### config.mk
export PLATFORM = sky130hd
export DESIGN_NAME = ifetch_queue
export DESIGN_NICKNAME = d
export VERILOG_FILES = /design/src/rtl/pipe_pkg.sv /design/src/rtl/fetch_fifo.sv /design/src/rtl/ifetch_queue.sv
export SDC_FILE = /design/constraint.sdc
export NUM_CORES = 1
export LEC_CHECK = 0
export CORE_MARGIN = 2
export CORE_UTILIZATION = 57
export DETAILED_ROUTE_END_ITERATION = 10
export PLACE_DENSITY = 0.82
export REMOVE_ABC_BUFFERS = 1
export SYNTH_ARGS = -nofsm -noshare
export SYNTH_HDL_FRONTEND = slang
export SYNTH_HIERARCHICAL = 1
export SYNTH_SLANG_ARGS = --single-unit
### constraint.sdc
create_clock -name clock -period 5.1 [get_ports clock]
set_input_delay 0.765 -clock clock [delete_from_list [all_inputs] [get_ports clock]]
set_output_delay 0.765 -clock clock [all_outputs]
set_load 0.01 [all_outputs]
### src/rtl/pipe_pkg.sv
// rtl/pipe_pkg.sv - shared fetch-path constants and the queue entry type
package pipe_pkg;

    localparam int INSTR_W = 32;
    localparam int ADDR_W  = 32;

    localparam logic [INSTR_W-1:0] NOP_INSTR = '0;

    typedef struct packed {
        logic [INSTR_W-1:0] ir;
        logic [ADDR_W-1:0]  pc4;
    } fetch_entry_t;

endpackage

### src/rtl/fetch_fifo.sv
// rtl/fetch_fifo.sv - in-order buffer of fetched words; flush beats a same-cycle push
module fetch_fifo
    import pipe_pkg::*;
#(
    parameter int DEPTH = 4
) (
    input  logic                           clock,
    input  logic                           reset,
    input  logic                           push_i,
    input  fetch_entry_t                   push_data_i,
    input  logic                           pop_i,
    input  logic                           flush_i,
    output fetch_entry_t                   head_o,
    output logic [$clog2(DEPTH+1)-1:0]     count_o
);

    localparam int PW = (DEPTH > 1) ? $clog2(DEPTH) : 1;
    localparam int CW = $clog2(DEPTH+1);

    fetch_entry_t   mem_q [DEPTH];
    logic [PW-1:0]  wr_ptr_q, rd_ptr_q;
    logic [CW-1:0]  count_q;

    function automatic logic [PW-1:0] ptr_inc(input logic [PW-1:0] p);
        return (p == PW'(DEPTH-1)) ? '0 : p + 1'b1;
    endfunction

    always_ff @(posedge clock) begin
        if (reset || flush_i) begin
            wr_ptr_q <= '0;
            rd_ptr_q <= '0;
            count_q  <= '0;
        end else begin
            if (push_i) wr_ptr_q <= ptr_inc(wr_ptr_q);
            if (pop_i)  rd_ptr_q <= ptr_inc(rd_ptr_q);
            count_q <= count_q + CW'(push_i) - CW'(pop_i);
        end
    end

    // Storage needs no reset: the count alone decides what is valid.
    always_ff @(posedge clock) begin
        if (!reset && !flush_i && push_i) mem_q[wr_ptr_q] <= push_data_i;
    end

    assign head_o  = mem_q[rd_ptr_q];
    assign count_o = count_q;

endmodule

### src/rtl/ifetch_queue.sv
// rtl/ifetch_queue.sv - PC owner, credit-limited fetch issue, response drop and IF/ID register
module ifetch_queue
    import pipe_pkg::*;
#(
    parameter int                DEPTH    = 4,
    parameter logic [ADDR_W-1:0] RESET_PC = 32'h0
) (
    input  logic                clock,
    input  logic                reset,
    input  logic                stall,
    input  logic                redirect,
    input  logic [ADDR_W-1:0]   redirect_pc,
    output logic                imem_req,
    output logic [ADDR_W-1:0]   imem_addr,
    input  logic                imem_ack,
    input  logic                imem_rvalid,
    input  logic [INSTR_W-1:0]  imem_rdata,
    output logic                ifid_valid,
    output logic [INSTR_W-1:0]  ifid_ir,
    output logic [ADDR_W-1:0]   ifid_pc4
);

    localparam int CW = $clog2(DEPTH+1);

    logic [ADDR_W-1:0]  fetch_pc_q, fetch_pc_d;
    logic [ADDR_W-1:0]  resp_pc_q, resp_pc_d;
    logic [CW-1:0]      outst_q, outst_d;
    logic [CW-1:0]      drop_q, drop_d;
    logic               ifid_valid_q, ifid_valid_d;
    logic [INSTR_W-1:0] ifid_ir_q, ifid_ir_d;
    logic [ADDR_W-1:0]  ifid_pc4_q, ifid_pc4_d;

    logic [CW-1:0]      cnt;
    logic [CW:0]        inflight;
    logic               redirect_go, accept, rsp_keep, pop;
    logic [ADDR_W-1:0]  target_pc;
    fetch_entry_t       head, push_entry;

    // A redirect only counts when ID is not holding the pipeline.
    assign redirect_go = redirect & ~stall;
    assign target_pc   = redirect_pc & ~ADDR_W'(3);
    assign inflight    = {1'b0, outst_q} + {1'b0, cnt};
    assign imem_req    = ~reset & ~redirect_go & (inflight < (CW+1)'(DEPTH));
    assign imem_addr   = fetch_pc_q;
    assign accept      = imem_req & imem_ack;
    assign rsp_keep    = imem_rvalid & (drop_q == '0);
    assign pop         = ~stall & ~redirect & (cnt != '0);
    assign push_entry  = '{ir: imem_rdata, pc4: resp_pc_q + ADDR_W'(4)};

    fetch_fifo #(.DEPTH(DEPTH)) u_fifo (
        .clock       (clock),
        .reset       (reset),
        .push_i      (rsp_keep),
        .push_data_i (push_entry),
        .pop_i       (pop),
        .flush_i     (redirect_go),
        .head_o      (head),
        .count_o     (cnt)
    );

    always_comb begin
        fetch_pc_d   = fetch_pc_q;
        resp_pc_d    = resp_pc_q;
        outst_d      = outst_q + CW'(accept) - CW'(imem_rvalid);
        drop_d       = drop_q;
        ifid_valid_d = ifid_valid_q;
        ifid_ir_d    = ifid_ir_q;
        ifid_pc4_d   = ifid_pc4_q;

        if (accept)                         fetch_pc_d = fetch_pc_q + ADDR_W'(4);
        if (rsp_keep)                       resp_pc_d  = resp_pc_q + ADDR_W'(4);
        if (imem_rvalid && drop_q != '0)    drop_d     = drop_q - 1'b1;

        // Every response still owed after this cycle belongs to the old path.
        if (redirect_go) begin
            fetch_pc_d = target_pc;
            resp_pc_d  = target_pc;
            drop_d     = outst_q - CW'(imem_rvalid);
        end

        if (!stall) begin
            if (pop) begin
                ifid_valid_d = 1'b1;
                ifid_ir_d    = head.ir;
                ifid_pc4_d   = head.pc4;
            end else begin
                ifid_valid_d = 1'b0;
                ifid_ir_d    = NOP_INSTR;
            end
        end
    end

    always_ff @(posedge clock) begin
        if (reset) begin
            fetch_pc_q   <= RESET_PC;
            resp_pc_q    <= RESET_PC;
            outst_q      <= '0;
            drop_q       <= '0;
            ifid_valid_q <= 1'b0;
            ifid_ir_q    <= NOP_INSTR;
            ifid_pc4_q   <= '0;
        end else begin
            fetch_pc_q   <= fetch_pc_d;
            resp_pc_q    <= resp_pc_d;
            outst_q      <= outst_d;
            drop_q       <= drop_d;
            ifid_valid_q <= ifid_valid_d;
            ifid_ir_q    <= ifid_ir_d;
            ifid_pc4_q   <= ifid_pc4_d;
        end
    end

    assign ifid_valid = ifid_valid_q;
    assign ifid_ir    = ifid_ir_q;
    assign ifid_pc4   = ifid_pc4_q;

endmodule

==> reports/results.txt, run 1 <==
Cell depth of the worst min-delay path -> 2
Final count of hold timing violations -> 0
Cells along the critical path -> clkdlybuf4s50_1, nand2b_2, inv_2, nor3_1, clkdlybuf4s50_1
DP Wirelength -> 21520 um
Synthesized-area fraction occupied by ao, oa, aoi and oai cells -> 0.07867
Wire per inst -> 20.31 um
Fraction of registers with async set/reset -> 0
Max FO, Critical Path -> 38
Fraction of layout cells with a size suffix above 1 -> 0.1163
Post-CTS Hold Buffers -> 0
Maximum number of pins on one net before global-route repair -> 93
Post-Place Cell Area -> 18180 um2
Fin util -> 0.6956
Crit share post-route -> 0.7061
Setup Viol. Count Final -> 0
Routability-driven placement congestion ratio -> 0.8498
Final Cell Area -> 19430 um2
Layout Cells excl Fill -> 1737
Count of maximum capacitance violations -> 0
CTS Root Buffer Type -> sky130_fd_sc_hd__clkbuf_16
Final Routed Wirelength -> 35280 um
Hold-critical path endpoint -> ifid_pc4[28]$_SDFFE_PP0P_
Total number of vias -> 10475
Worst reg2reg path depth -> 10
Mux contribution to synthesized area -> 0.09118
Sequential fraction of the synthesis area -> 0.6435
Setup Crit Path Kind -> input port to primary output
Source-to-sink clock delay at the later pin of the worst-skew pair -> 0.51 ns
Post-route DRC -> 0
Warnings, synthesis -> 6
Routed Antenna Nets -> 0
TritonCTS Buffers -> 39
Fmax -> 0.2777 GHz
H-Tree Depth -> 2
Initial DRT Pass Iterations -> 5
Highest-delay cell along the critical path -> sky130_fd_sc_hd__clkdlybuf4s50_1
Total Nets Final -> 1418
Syn_area_per_cell -> 13.80 um2
Post-synth EDFFs -> 256
Type of the tightest min-delay check -> flip-flop to flip-flop
Area inside the core boundary -> 27930 um2
Internal reg-to-reg setup slack -> 2.10 ns
Capturing point of the worst reg2reg path -> outst_q[2]$_SDFF_PP0_
Final-layout fill cell count -> 1880
Most frequent standard cell in the layout excluding fill and tap cells -> sky130_fd_sc_hd__edfxtp_1
Number of unique standard cell types used by synthesis -> 60
Largest buffer count on any clock path -> 3
Critical R2R Launch -> outst_q[2]$_SDFF_PP0_
Family of cells with the greatest summed delay on the critical path -> buffers and inverters
Total buffers and inverters traversed by the critical path -> 3
Pleak -> 6.257 nW
DIE AREA -> 29970 um2
Clock sink count -> 396
Number of ports placed on the die boundary -> 168
Initial Utilization -> 0.5836
Most used flip-flop cell after synthesis -> sky130_fd_sc_hd__edfxtp_1
Syn Std Cell Area -> 16300 um2
Number of placed instances with taps included -> 1666
Detail-routed via count per cell -> 6.031
Launch instance of the worst min-delay path -> ifid_pc4[28]$_SDFFE_PP0P_
Clock Skews -> 0.02061 ns
Commonest non-fill, non-tap cells in the layout -> 256 x sky130_fd_sc_hd__edfxtp_1, 162 x sky130_fd_sc_hd__clkdlybuf4s50_1, 138 x sky130_fd_sc_hd__dfxtp_1
Required time of the worst setup path -> 4.34 ns
GRT Total Usage -> 0.2346
Area Overhead vs Synth -> 19.20%
Worst relative slew slack -> 0.1592
Antenna cells -> 0
Synthesis-stage register bit count -> 396
Final slew viol count -> 0
Clock slew seen by the registers of the worst setup and hold paths -> 0.05 ns
Run status -> finished, final reports clean
Power density over the cells -> 381.8 nW/um2
Die X -> 173.1 um
Tightest hold margin -> 0.4560 ns
Height of the die -> 173.1 um
Unrepaired setup endpoints after global routing -> no
Nature of the critical path endpoint -> primary output
Longest individual stage delay on the worst path -> 0.61 ns
Most prevalent standard cell on the critical path -> sky130_fd_sc_hd__clkdlybuf4s50_1
Fraction of the mapped netlist area in simple logic gates -> 0.1108
Peak VDD IR -> 0.0002331 V
Antenna violations before repair -> 0
Drt first-iter violations -> 1117
Clock period minus worst slack -> 3.601 ns
GR Overflow Total -> 0
# Post-CTS Setup Buffers -> 0
Arrival time of the worst setup path -> 2.84 ns
Category of the worst setup path launch point -> input port
Dominant combinational cell family by area after synthesis -> simple AND/OR/NAND/NOR gates
Cells resized by post-CTS repair -> 0
Final setup TNS -> 0 ns
Core Rows -> 61
Port-buffer cells -> 163
Post-synthesis share of cell area spent on full adders, half adders and majority gates -> 0.01550
Transition at the pin with the smallest max-transition slack -> 1.252 ns
Post-synthesis xor/xnor area fraction -> 0.02771
Clock tree from TritonCTS -> yes
Gate Count Post-Synth -> 1181
First-pass GRT wire length -> 56040 um
Vias in the first global route -> 10567
-- metrics by stage --
| step | setup slack [ns] | power, W |
|---|---|---|
| 5_1_grt | 1.410 | 0.007690 |
| 6_report | 1.499 | 0.007419 |
| 3_5_place_dp | 1.439 | 0.004667 |
| 4_1_cts | 1.506 | 0.007477 |
| 2_1_floorplan | -0.3033 | 0.004275 |
| 3_3_place_gp | 1.524 | 0.004626 |
-- flip-flops by register name, indices dropped and copies added, names as in the netlist, named ones only --
signal and count:
outst_q 3, u_fifo/rd_ptr_q 2, u_fifo/wr_ptr_q 2, resp_pc_q 30
ifid_pc4 32, drop_q 3, ifid_valid 1, u_fifo/mem_q 256
ifid_ir 32, u_fifo/count_o 3, imem_addr 30
-- worst max path at each step --
stage / startpoint / to / cells past startpoint
2_1_floorplan: stall / u_fifo/mem_q[0][0]$_DFFE_PP_ / 4
3_3_place_gp: stall / outst_q[2]$_SDFF_PP0_ / 10
4_1_cts: stall / imem_req / 5
6_report: stall / imem_req / 5
5_1_grt: stall / imem_req / 5
3_5_place_dp: stall / u_fifo/mem_q[2][42]$_DFFE_PP_ / 6
-- power by group --
group          total [W]  switching [W]  internal (W)
sequential       0.00371       0.000138       0.00357
clock            0.00282        0.00118       0.00164
combinational   0.000894       0.000457      0.000437
-- worst reg2reg max path, stage by stage (launching register included) --
cell	delay [ns]
sky130_fd_sc_hd__dfxtp_1	0.35
sky130_fd_sc_hd__ha_1	0.31
sky130_fd_sc_hd__nor3_1	0.39
sky130_fd_sc_hd__nand3_1	0.32
sky130_fd_sc_hd__or3_1	0.40
sky130_fd_sc_hd__ha_1	0.29
sky130_fd_sc_hd__inv_1	0.04
sky130_fd_sc_hd__ha_1	0.18
sky130_fd_sc_hd__fa_1	0.37
sky130_fd_sc_hd__xnor2_1	0.16
sky130_fd_sc_hd__nor2_1	0.05
-- synth_stat cells (3+ instances only) --
master                     number  area share
sky130_fd_sc_hd__ha_1          17       0.013
sky130_fd_sc_hd__nor3_1        26      0.0080
sky130_fd_sc_hd__o31ai_1       16      0.0074
sky130_fd_sc_hd__a21oi_1       58       0.018
sky130_fd_sc_hd__xnor2_1       31       0.017
sky130_fd_sc_hd__nand3_1       27      0.0083
sky130_fd_sc_hd__buf_2          7      0.0021
sky130_fd_sc_hd__clkbuf_1      52       0.012
sky130_fd_sc_hd__mux4_1         4      0.0064
sky130_fd_sc_hd__nor2_1        74       0.017
sky130_fd_sc_hd__mux2i_1        3      0.0018
sky130_fd_sc_hd__nand2b_1       4      0.0015
sky130_fd_sc_hd__o21bai_1      24       0.011
sky130_fd_sc_hd__mux4_2        60       0.083
sky130_fd_sc_hd__and3_1        12      0.0046
sky130_fd_sc_hd__nand4_1       28       0.011
sky130_fd_sc_hd__nor4_1        17      0.0065
sky130_fd_sc_hd__dfxtp_1      140        0.17
sky130_fd_sc_hd__xor2_1        18      0.0097
sky130_fd_sc_hd__and4_1        17      0.0091
sky130_fd_sc_hd__or2_2          3      0.0012
sky130_fd_sc_hd__or3_1          7      0.0027
sky130_fd_sc_hd__inv_1         22      0.0051
sky130_fd_sc_hd__nor3b_1        3      0.0014
sky130_fd_sc_hd__buf_1          9      0.0021
sky130_fd_sc_hd__a211oi_1      20      0.0092
sky130_fd_sc_hd__nand2_1      104       0.024
sky130_fd_sc_hd__and2_1         4      0.0015
sky130_fd_sc_hd__a211o_1        4      0.0021
sky130_fd_sc_hd__buf_12         6      0.0074
sky130_fd_sc_hd__edfxtp_1     256        0.47
sky130_fd_sc_hd__buf_6          3      0.0021
sky130_fd_sc_hd__a31oi_1       17      0.0065
sky130_fd_sc_hd__a311oi_1       3      0.0016
sky130_fd_sc_hd__a22oi_1       32       0.015
sky130_fd_sc_hd__or4_1         17      0.0078
-- routing by layer --
layer	part of all wire	track usage	up-vias	wire length (um)
met5	0	0	-	0
met4	0.017	0.05191	0	607
met3	0.075	0.04200	43	2663
met2	0.49	0.4060	465	17420
met1	0.41	0.3120	5146	14590
li1	-	-	4821	-
-- layout make-up --
| class | count | area, um2 | share of cell area |
|---|---|---|---|
| timing repair buffer | 179 | 1799 | 0.09260 |
| tap | 378 | 473.0 | 0.02434 |
| inverter | 23 | 86.33 | 0.004443 |
| clock inverter | 20 | 180.2 | 0.009272 |
| sequential | 396 | 10500 | 0.5401 |
| multi-input combinational | 690 | 5324 | 0.2740 |
| clock buffer | 51 | 1074 | 0.05525 |
-- cell families (layout without fill, tap and decap cells) --
logic type | after synthesis | in the layout
other cells | 1 | 10
simple gates | 355 | 355
mux | 67 | 67
fa+ha+maj | 19 | 19
buf+inv | 104 | 273
compound gates | 189 | 189
flops | 396 | 396
xor+xnor | 50 | 50
Power figures use the tool's default switching activity.
==> run 2: changes to the inputs <==
==> constraint.sdc (replaced) <==
create_clock -name clock -period 3.4 [get_ports clock]
set_input_delay 0.51 -clock clock [delete_from_list [all_inputs] [get_ports clock]]
set_output_delay 0.51 -clock clock [all_outputs]
set_load 0.01 [all_outputs]
==> run 2 against run 1 <==
First-iteration DRC count is 8.3% lower; highest routed layer is now met5; sequential share of layout area is 0.71 points lower; core utilization is 0.92 points higher; die area stayed put; critical path type is now flip-flop to primary output.
==> reports/results.txt, run 2 (same netlist as run 1, synthesis figures left out) <==
Run status -> finished, final reports clean
Combinational group share of total power -> 0.125
Antenna violations before repair -> 1
Initial DRT Pass Iterations -> 5
Clock Skews -> 0.01377 ns
Most flops, register -> u_fifo/mem_q
Internal reg-to-reg setup slack -> 0.64 ns
Fin util -> 0.7048
Cells resized by post-CTS repair -> 0
Setup Crit Path Kind -> flip-flop to primary output
Power density over the cells -> 573.1 nW/um2
# Post-CTS Setup Buffers -> 0
Internal Dissipation -> 0.008619 W
Crit share post-route -> 0.9334
Count of maximum capacitance violations -> 0
Required time of the worst setup path -> 2.89 ns
TritonCTS Buffers -> 40
Drt first-iter violations -> 1024
Family of cells with the greatest summed delay on the critical path -> simple AND/OR/NAND/NOR gates
DIE AREA -> 29970 um2
Capturing point of the worst reg2reg path -> outst_q[2]$_SDFF_PP0_
Met3 routing resource usage after global routing -> 0.03782
Highest-delay cell along the critical path -> sky130_fd_sc_hd__clkdlybuf4s50_1
Detail-routed via count per cell -> 6.009
Hold-critical path endpoint -> imem_addr[2]$_SDFFE_PP0P_
Clock period minus worst slack -> 3.174 ns
Critical R2R Launch -> outst_q[2]$_SDFF_PP0_
Final slew viol count -> 0
Met2 global-route usage -> 0.4068
Routability-driven placement congestion ratio -> 0.8192
Largest buffer count on any clock path -> 3
Core Rows -> 61
Type of the tightest min-delay check -> input port to flip-flop
Critical path depth -> 5
Post-route DRC -> 0
Source-to-sink clock delay at the later pin of the worst-skew pair -> 0.52 ns
Number of ports placed on the die boundary -> 168
GRT Total Usage -> 0.2392
Power after layout -> 0.01128 W
Total buffers and inverters traversed by the critical path -> 1
Final count of hold timing violations -> 0
Arrival time of the worst setup path -> 2.66 ns
Final Routed Wirelength -> 36150 um
Clock tree from TritonCTS -> yes
Total Nets Final -> 1436
Nature of the critical path endpoint -> primary output
Die X -> 173.1 um
Antenna cells -> 0
CTS Root Buffer Type -> sky130_fd_sc_hd__clkbuf_16
Most prevalent standard cell on the critical path -> sky130_fd_sc_hd__nor3_1
Fmax -> 0.3151 GHz
Area inside the core boundary -> 27930 um2
Total number of vias -> 10557
Routed Antenna Nets -> 0
Wire per inst -> 20.58 um
Commonest non-fill, non-tap cells in the layout -> 256 x sky130_fd_sc_hd__edfxtp_1, 162 x sky130_fd_sc_hd__clkdlybuf4s50_1, 138 x sky130_fd_sc_hd__dfxtp_1
H-Tree Depth -> 2
Setup Viol. Count Final -> 0
Port-buffer cells -> 163
Transition at the pin with the smallest max-transition slack -> 0.8932 ns
Clock sink count -> 396
First-pass GRT wire length -> 56900 um
Launch instance of the worst min-delay path -> reset
Clock power frac -> 0.384
Sequential share of power -> 0.491
Unrepaired setup endpoints after global routing -> no
GR Overflow Total -> 0
Pleak -> 6.384 nW
Max FFs per register -> 256
Fraction of power spent switching nets -> 0.2361
Layout Cells excl Fill -> 1757
Initial Utilization -> 0.5836
Most frequent standard cell in the layout excluding fill and tap cells -> sky130_fd_sc_hd__edfxtp_1
Fraction of layout cells with a size suffix above 1 -> 0.1255
Number of placed instances with taps included -> 1683
Vias in the first global route -> 10492
Category of the worst setup path launch point -> flip-flop
Post-CTS Hold Buffers -> 0
Cells along the critical path -> ha_1, nor3_1, nand2_1, nor3_1, clkdlybuf4s50_1
Area Overhead vs Synth -> 20.78%
Maximum number of pins on one net before global-route repair -> 79
Longest individual stage delay on the worst path -> 0.58 ns
Routing layer with the top usage in global route -> met2
Final Cell Area -> 19690 um2
Cell depth of the worst min-delay path -> 3
Post-Place Cell Area -> 18380 um2
Setup WS pre-CTS -> 0.3697 ns
DP Wirelength -> 22830 um
Height of the die -> 173.1 um
Reported net switching power -> 0.002664 W
GR Util met1 -> 0.3277
Worst setup margin -> 0.2265 ns
Clock slew seen by the registers of the worst setup and hold paths -> 0.06 ns
Max FO, Critical Path -> 9
Worst relative slew slack -> 0.3990
Peak VDD IR -> 0.0003139 V
Worst reg2reg path depth -> 10
[run 2: worst max-delay path by stage]
| stage | from | endpoint | slack, ns |
|---|---|---|---|
| 2_1_floorplan | stall | u_fifo/mem_q[0][0]$_DFFE_PP_ | -1.75 |
| 3_3_place_gp | stall | outst_q[2]$_SDFF_PP0_ | 0.35 |
| 3_5_place_dp | stall | outst_q[2]$_SDFF_PP0_ | 0.37 |
| 4_1_cts | outst_q[2]$_SDFF_PP0_ | imem_req | 0.21 |
| 5_1_grt | outst_q[2]$_SDFF_PP0_ | imem_req | 0.06 |
| 6_report | outst_q[2]$_SDFF_PP0_ | imem_req | 0.23 |
[run 2: final cells by class]
class	instances	area (um2)
flip-flops and latches	396	10500
fillers	1821	8245
multi-input cells	690	5324
repair buffers	196	2002
clock buffers	58	1150
well taps	378	473.0
clock inverters	16	158.9
inverters	23	86.33
[run 2: through the flow]
stage	setup TNS [ns]	hold slack, ns
2_1_floorplan	-465.62	0.4745
3_3_place_gp	0	0.4413
3_5_place_dp	0	0.4477
4_1_cts	0	0.3591
5_1_grt	0	0.3855
6_report	0	0.3740
[run 2: power groups by stage]
stage               clock network (W)  registers [W]  logic [W]
finish                        0.00433        0.00554    0.00141
global route                  0.00460        0.00557    0.00153
floorplan                           0        0.00567   0.000744
global placement                    0        0.00562    0.00135
detailed placement                  0        0.00563    0.00140
CTS                           0.00440        0.00554    0.00142
[run 2: metal layers]
metal,vias to the layer above,wire (um),share of wire
met4,2,570,0.016
met5,-,13,0.00036
met2,434,17970,0.50
met3,45,2257,0.062
met1,5209,15340,0.42
li1,4867,-,-
[run 2: worst reg2reg max path, stage by stage, from the launching register on]
cell,delay [ns]
sky130_fd_sc_hd__dfxtp_1,0.34
sky130_fd_sc_hd__ha_1,0.31
sky130_fd_sc_hd__nor3_1,0.36
sky130_fd_sc_hd__nand3_1,0.18
sky130_fd_sc_hd__or3_1,0.33
sky130_fd_sc_hd__ha_1,0.27
sky130_fd_sc_hd__inv_1,0.04
sky130_fd_sc_hd__ha_1,0.18
sky130_fd_sc_hd__fa_1,0.37
sky130_fd_sc_hd__xnor2_1,0.18
sky130_fd_sc_hd__nor2_1,0.05
==> run 3: changes to the inputs <==
--- a/config.mk
+++ b/config.mk
@@ -7,9 +7,11 @@
 export LEC_CHECK = 0
 export CORE_MARGIN = 2
 export CORE_UTILIZATION = 57
+export CTS_CLUSTER_DIAMETER = 200
 export DETAILED_ROUTE_END_ITERATION = 10
 export PLACE_DENSITY = 0.82
 export REMOVE_ABC_BUFFERS = 1
+export SKIP_LAST_GASP = 1
 export SYNTH_ARGS = -nofsm -noshare
 export SYNTH_HDL_FRONTEND = slang
 export SYNTH_HIERARCHICAL = 1
==> results of run 3 <==
Same layout as run 2: the final DEF is identical, and so are final timing and power.
==> RTL change 1: new RTL, flow settings as in run 3 <==
The package constant `ADDR_W` goes from 32 to 64.
--- a/src/rtl/pipe_pkg.sv
+++ b/src/rtl/pipe_pkg.sv
@@ -3,5 +3,5 @@
 
     localparam int INSTR_W = 32;
-    localparam int ADDR_W  = 32;
+    localparam int ADDR_W  = 64;
 
     localparam logic [INSTR_W-1:0] NOP_INSTR = '0;
Ports: changed (resized ifid_pc4, imem_addr and redirect_pc); port bits go from 168 to 264. The function was not compared with the original's and may differ.
==> RTL change 1 against run 3 <==
Routed wire length up 86%; cell area rose by 61%; combinational power is 59% higher; sequential share of layout area down 2.1 points; via count increased by 76%; non-clock buffer count is 111 higher; sequential power increased by 58%; power up 59%; worst setup slack got worse by 100 ps; synthesized area rose by 62%; largest cell class unchanged; critical endpoint unchanged; sequential cell count rose by 224; critical path type unchanged.
==> RTL change 1: results <==
set metrics [dict create \
    avgSynthCellArea_um2 12.61 \
    fill_cells 3117 \
    synth-xor-area-share_pct 3.278 \
    crit_path_max_fanout 8 \
    met2_length_um 32280 \
    ir_worst_vdd_mv 0.4356 \
    synth-edff-count 384 \
    power.leakage_nw 10.17 \
    pwr_density_cell_nw_per_um2 564.3 \
    cts.clk_slew.worst_paths_ps 60 \
    ys_top_cells_by_area "edfxtp_1 (44%), dfxtp_1 (18%), mux4_2 (8.2%)" \
    wl_met3_um 5130 \
    grt_max_degree 191 \
    hpwl_um 43340 \
    place_congestion 0.8977 \
    vias_per_cell 6.222 \
    antenna_found_initial 0 \
    hold_class "in2reg" \
    post_cts_resized 1 \
    use_met1_pct 38.24 \
    yosysSeqAreaShare_pct 61.73 \
    firstDrtPassIters 6 \
    grt_util_met2_pct 45.76 \
    placed_area_um2 29660 \
    cp_data_arrival_time_ps 2770 \
    highest-signal-layer "met4" \
    status "complete, no violations" \
    use_met3_pct 4.948 \
    clock_latency_ps 650 \
    wl_met1_um 27920 \
    worst_path_dominant_cell_family "buffers and inverters" \
    startpoint "u_fifo/count_o[2]$_SDFF_PP0_" \
    grt_pass1_wl_um 103300 \
    cts_made_buffers 61 \
    fin_worst_skew_ps 29.26 \
    drt-total-wl_um 67330 \
    p_seq_w 0.00874 \
    root_buffer "clkbuf_16" \
    synthMuxAreaShare_pct 8.362 \
    largest_reg_flops 384 \
    synth_adder_area_share_pct 0.9597 \
    pg_comb_w 0.00224 \
    portBuffers 259 \
    drive_above_1_share_pct 11.66 \
    synth_compound_area_share_pct 8.561 \
    synth_commonest_cells "edfxtp_1 (384), dfxtp_1 (236), nand2_1 (231)" \
    layout.cells.non_filler 2984 \
    drt_iter0_markers 1751 \
    r2r_start "resp_pc_q[35]$_SDFFE_PP0P_" \
    final_net_count 2452 \
    grt_pass1_vias 18160 \
    dp_cells 2868 \
    grt_usage_pct 27.98 \
]
==> RTL change 1: area by class of cell <==
| cell class | instances | share of cell area (%) |
|---|---|---|
| sequential | 620 | 51.16 |
| multi-input combinational | 1313 | 29.62 |
| timing repair buffer | 307 | 9.829 |
| clock buffer | 84 | 5.621 |
| tap | 600 | 2.362 |
| clock inverter | 32 | 1.067 |
| inverter | 28 | 0.3346 |
==> RTL change 1: through the flow <==
step | hold slack (ps) | utilization, % | worst slack (ps)
after global routing | 337.3 | 69.89 | 17.40
after global placement | 442.7 | 65.21 | 419.6
after floorplan | 474.5 | - | -6231
final | 332.0 | 69.89 | 124.1
after CTS | 309.0 | 69.89 | 92.65
after detailed placement | 447.1 | 65.21 | 409.8
==> RTL change 1: worst paths after layout <==
path,to,slack (ps),cells past startpoint
max,imem_req,120,6
min,imem_addr[26]$_SDFFE_PP0P_,330,2
max reg2reg,u_fifo/mem_q[0][57]$_DFFE_PP_,440,5
min reg2reg,ifid_pc4[35]$_SDFFE_PP0P_,450,2
==> RTL change 2: new RTL, flow settings as in run 3 <==
Made on the original files. Make the reset (`reset`) asynchronous in one clocked block.
--- a/src/rtl/ifetch_queue.sv
+++ b/src/rtl/ifetch_queue.sv
@@ -91,5 +91,5 @@
     end
 
-    always_ff @(posedge clock) begin
+    always_ff @(posedge clock or posedge reset) begin
         if (reset) begin
             fetch_pc_q   <= RESET_PC;
Formal check against the unedited RTL: differs if reset is asserted again (counterexample within 4 cycles, from zero or initial values and one cycle with reset high); with reset held inactive, the same outputs for 4 cycles.
==> RTL change 2 against run 3 <==
Global-route usage decreased by 0.99 points; worst setup slack lost 13 ps; critical path type unchanged; routed wire length is 7.1% lower; synthesized cell count is 17% lower; sequential cell count is the same; synthesized area down 0.56%; cell area decreased by 0.22%; largest cell class unchanged; fmax fell by 0.41%; power up 14%; first-iteration DRC count decreased by 26%; final cell count decreased by 10%.
==> RTL change 2: results <==
set metrics [dict create \
    power.leakage_nw 6.954 \
    firstDrtPassIters 7 \
    grt_usage_pct 22.93 \
    synthDistinctLibCells 52 \
    fill_cells 1726 \
    worst_pin_slew_ps 963.0 \
    synth_adder_area_share_pct 1.559 \
    synthFlopType "edfxtp_1" \
    hpwl_um 20870 \
    ys_top_cells_by_area "edfxtp_1 (47%), dfrtp_1 (20%), mux4_2 (8.3%)" \
    synthMuxAreaShare_pct 11.58 \
    fin_worst_skew_ps 10.32 \
    ir_worst_vdd_mv 0.3139 \
    grt_max_degree 96 \
    wl_per_cell_um 21.25 \
    synth-xor-area-share_pct 4.569 \
    yosysSeqAreaShare_pct 68.76 \
    grt_pass1_vias 9505 \
    grt_pass1_wl_um 53420 \
    cp_data_arrival_time_ps 2680 \
    place_congestion 0.8831 \
    reg2reg_slack_ps 570 \
    swShare_pct 25.48 \
    synth_compound_area_share_pct 4.060 \
    synthArstFlopShare_pct 33.08 \
    hold_class "reg2reg" \
    drive_above_1_share_pct 16.87 \
    final_net_count 1260 \
    critPathCapture "imem_req" \
    portBuffers 163 \
    drt_iter0_markers 762 \
    vias_per_cell 5.820 \
    r2r_start "outst_q[2]$_DFF_PP0_" \
    antenna_found_initial 0 \
    largest_register "u_fifo/mem_q" \
    hold_depth 1 \
    largest_reg_flops 256 \
    rr_endpoint "outst_q[2]$_DFF_PP0_" \
    status "complete, no violations" \
    crit_path_max_fanout 7 \
    synth_commonest_cells "edfxtp_1 (256), dfrtp_1 (131), mux4_2 (60)" \
]
-- RTL change 2: cell types whose count changed after synthesis, sizes merged, moves of 28 or more --
| cell | run 3 | this run |
|---|---|---|
| dfrtp | 0 | 131 |
| dfxtp | 140 | 9 |
| nand2 | 104 | 31 |
| xor2 | 18 | 51 |
| a22o | 0 | 32 |
| a22oi | 32 | 0 |
| mux2 | 0 | 32 |
| clkbuf | 54 | 26 |
-- RTL change 2: how the worst min path moves through the flow --
stage,from,endpoint,slack [ps]
floorplan,u_fifo/rd_ptr_q[0]$_SDFFE_PP0P_,register,470
global placement,ifid_valid$_DFFE_PP0N_,ifid_valid$_DFFE_PP0N_,460
detailed placement,ifid_valid$_DFFE_PP0N_,ifid_valid$_DFFE_PP0N_,470
CTS,ifid_valid$_DFFE_PP0N_,ifid_valid$_DFFE_PP0N_,490
global route,ifid_ir[15]$_DFFE_PP0N_,ifid_ir[15]$_DFFE_PP0N_,520
finish,ifid_valid$_DFFE_PP0N_,ifid_valid$_DFFE_PP0N_,480
-- RTL change 2: cell type report --
cell class                 instances  area (um^2)  area share [%]
sequential                       396        11150           56.77
multi-input combinational        529         4736           24.11
timing repair buffer             187         1907           9.706
clock buffer                      57         1146           5.834
tap                              378        473.0           2.407
clock inverter                    17        161.4          0.8216
inverter                          17        68.82          0.3503
-- RTL change 2: power by group through the flow --
| stage | Sequential [W] | Clock, W | Combinational (W) |
|---|---|---|---|
| after floorplan | 0.00631 | 0 | 0.00118 |
| after global placement | 0.00622 | 0 | 0.00236 |
| after detailed placement | 0.00625 | 0 | 0.00243 |
| after CTS | 0.00616 | 0.00442 | 0.00245 |
| after global routing | 0.00623 | 0.00461 | 0.00263 |
| final | 0.00616 | 0.00434 | 0.00242 |
-- RTL change 2: stage by stage --
| step | setup TNS, ps | cell area [um^2] | hold WS (ps) | cells | worst slack [ps] |
|---|---|---|---|---|---|
| 2_1_floorplan | -603120 | 15920 | 474.5 | 942 | -2855 |
| 3_5_place_dp | 0 | 18340 | 472.1 | 1507 | 226.5 |
| 6_report | 0 | 19650 | 481.2 | 1581 | 213.4 |
| 4_1_cts | 0 | 19650 | 485.3 | 1581 | 201.1 |
| 3_3_place_gp | 0 | 18340 | 463.0 | 1507 | 246.1 |
| 5_1_grt | 0 | 19650 | 522.2 | 1581 | 140.6 |
-- RTL change 2: critical path, cell delays in order, from the launching register on --
cell and delay, ps:
dfrtp_1 420, ha_1 220, or4_4 550, nor3_2 230, buf_4 190, clkdlybuf4s50_1 540
-- RTL change 2: routing by layer --
metal	wire length [um]	track usage (%)	share of wire, %	up-vias
li1	-	-	-	4132
met1	14330	32.30	43	4645
met3	2124	3.826	6.3	49
met4	552	5.164	1.6	0
met2	16590	38.14	49	375
met5	0	0	0	-
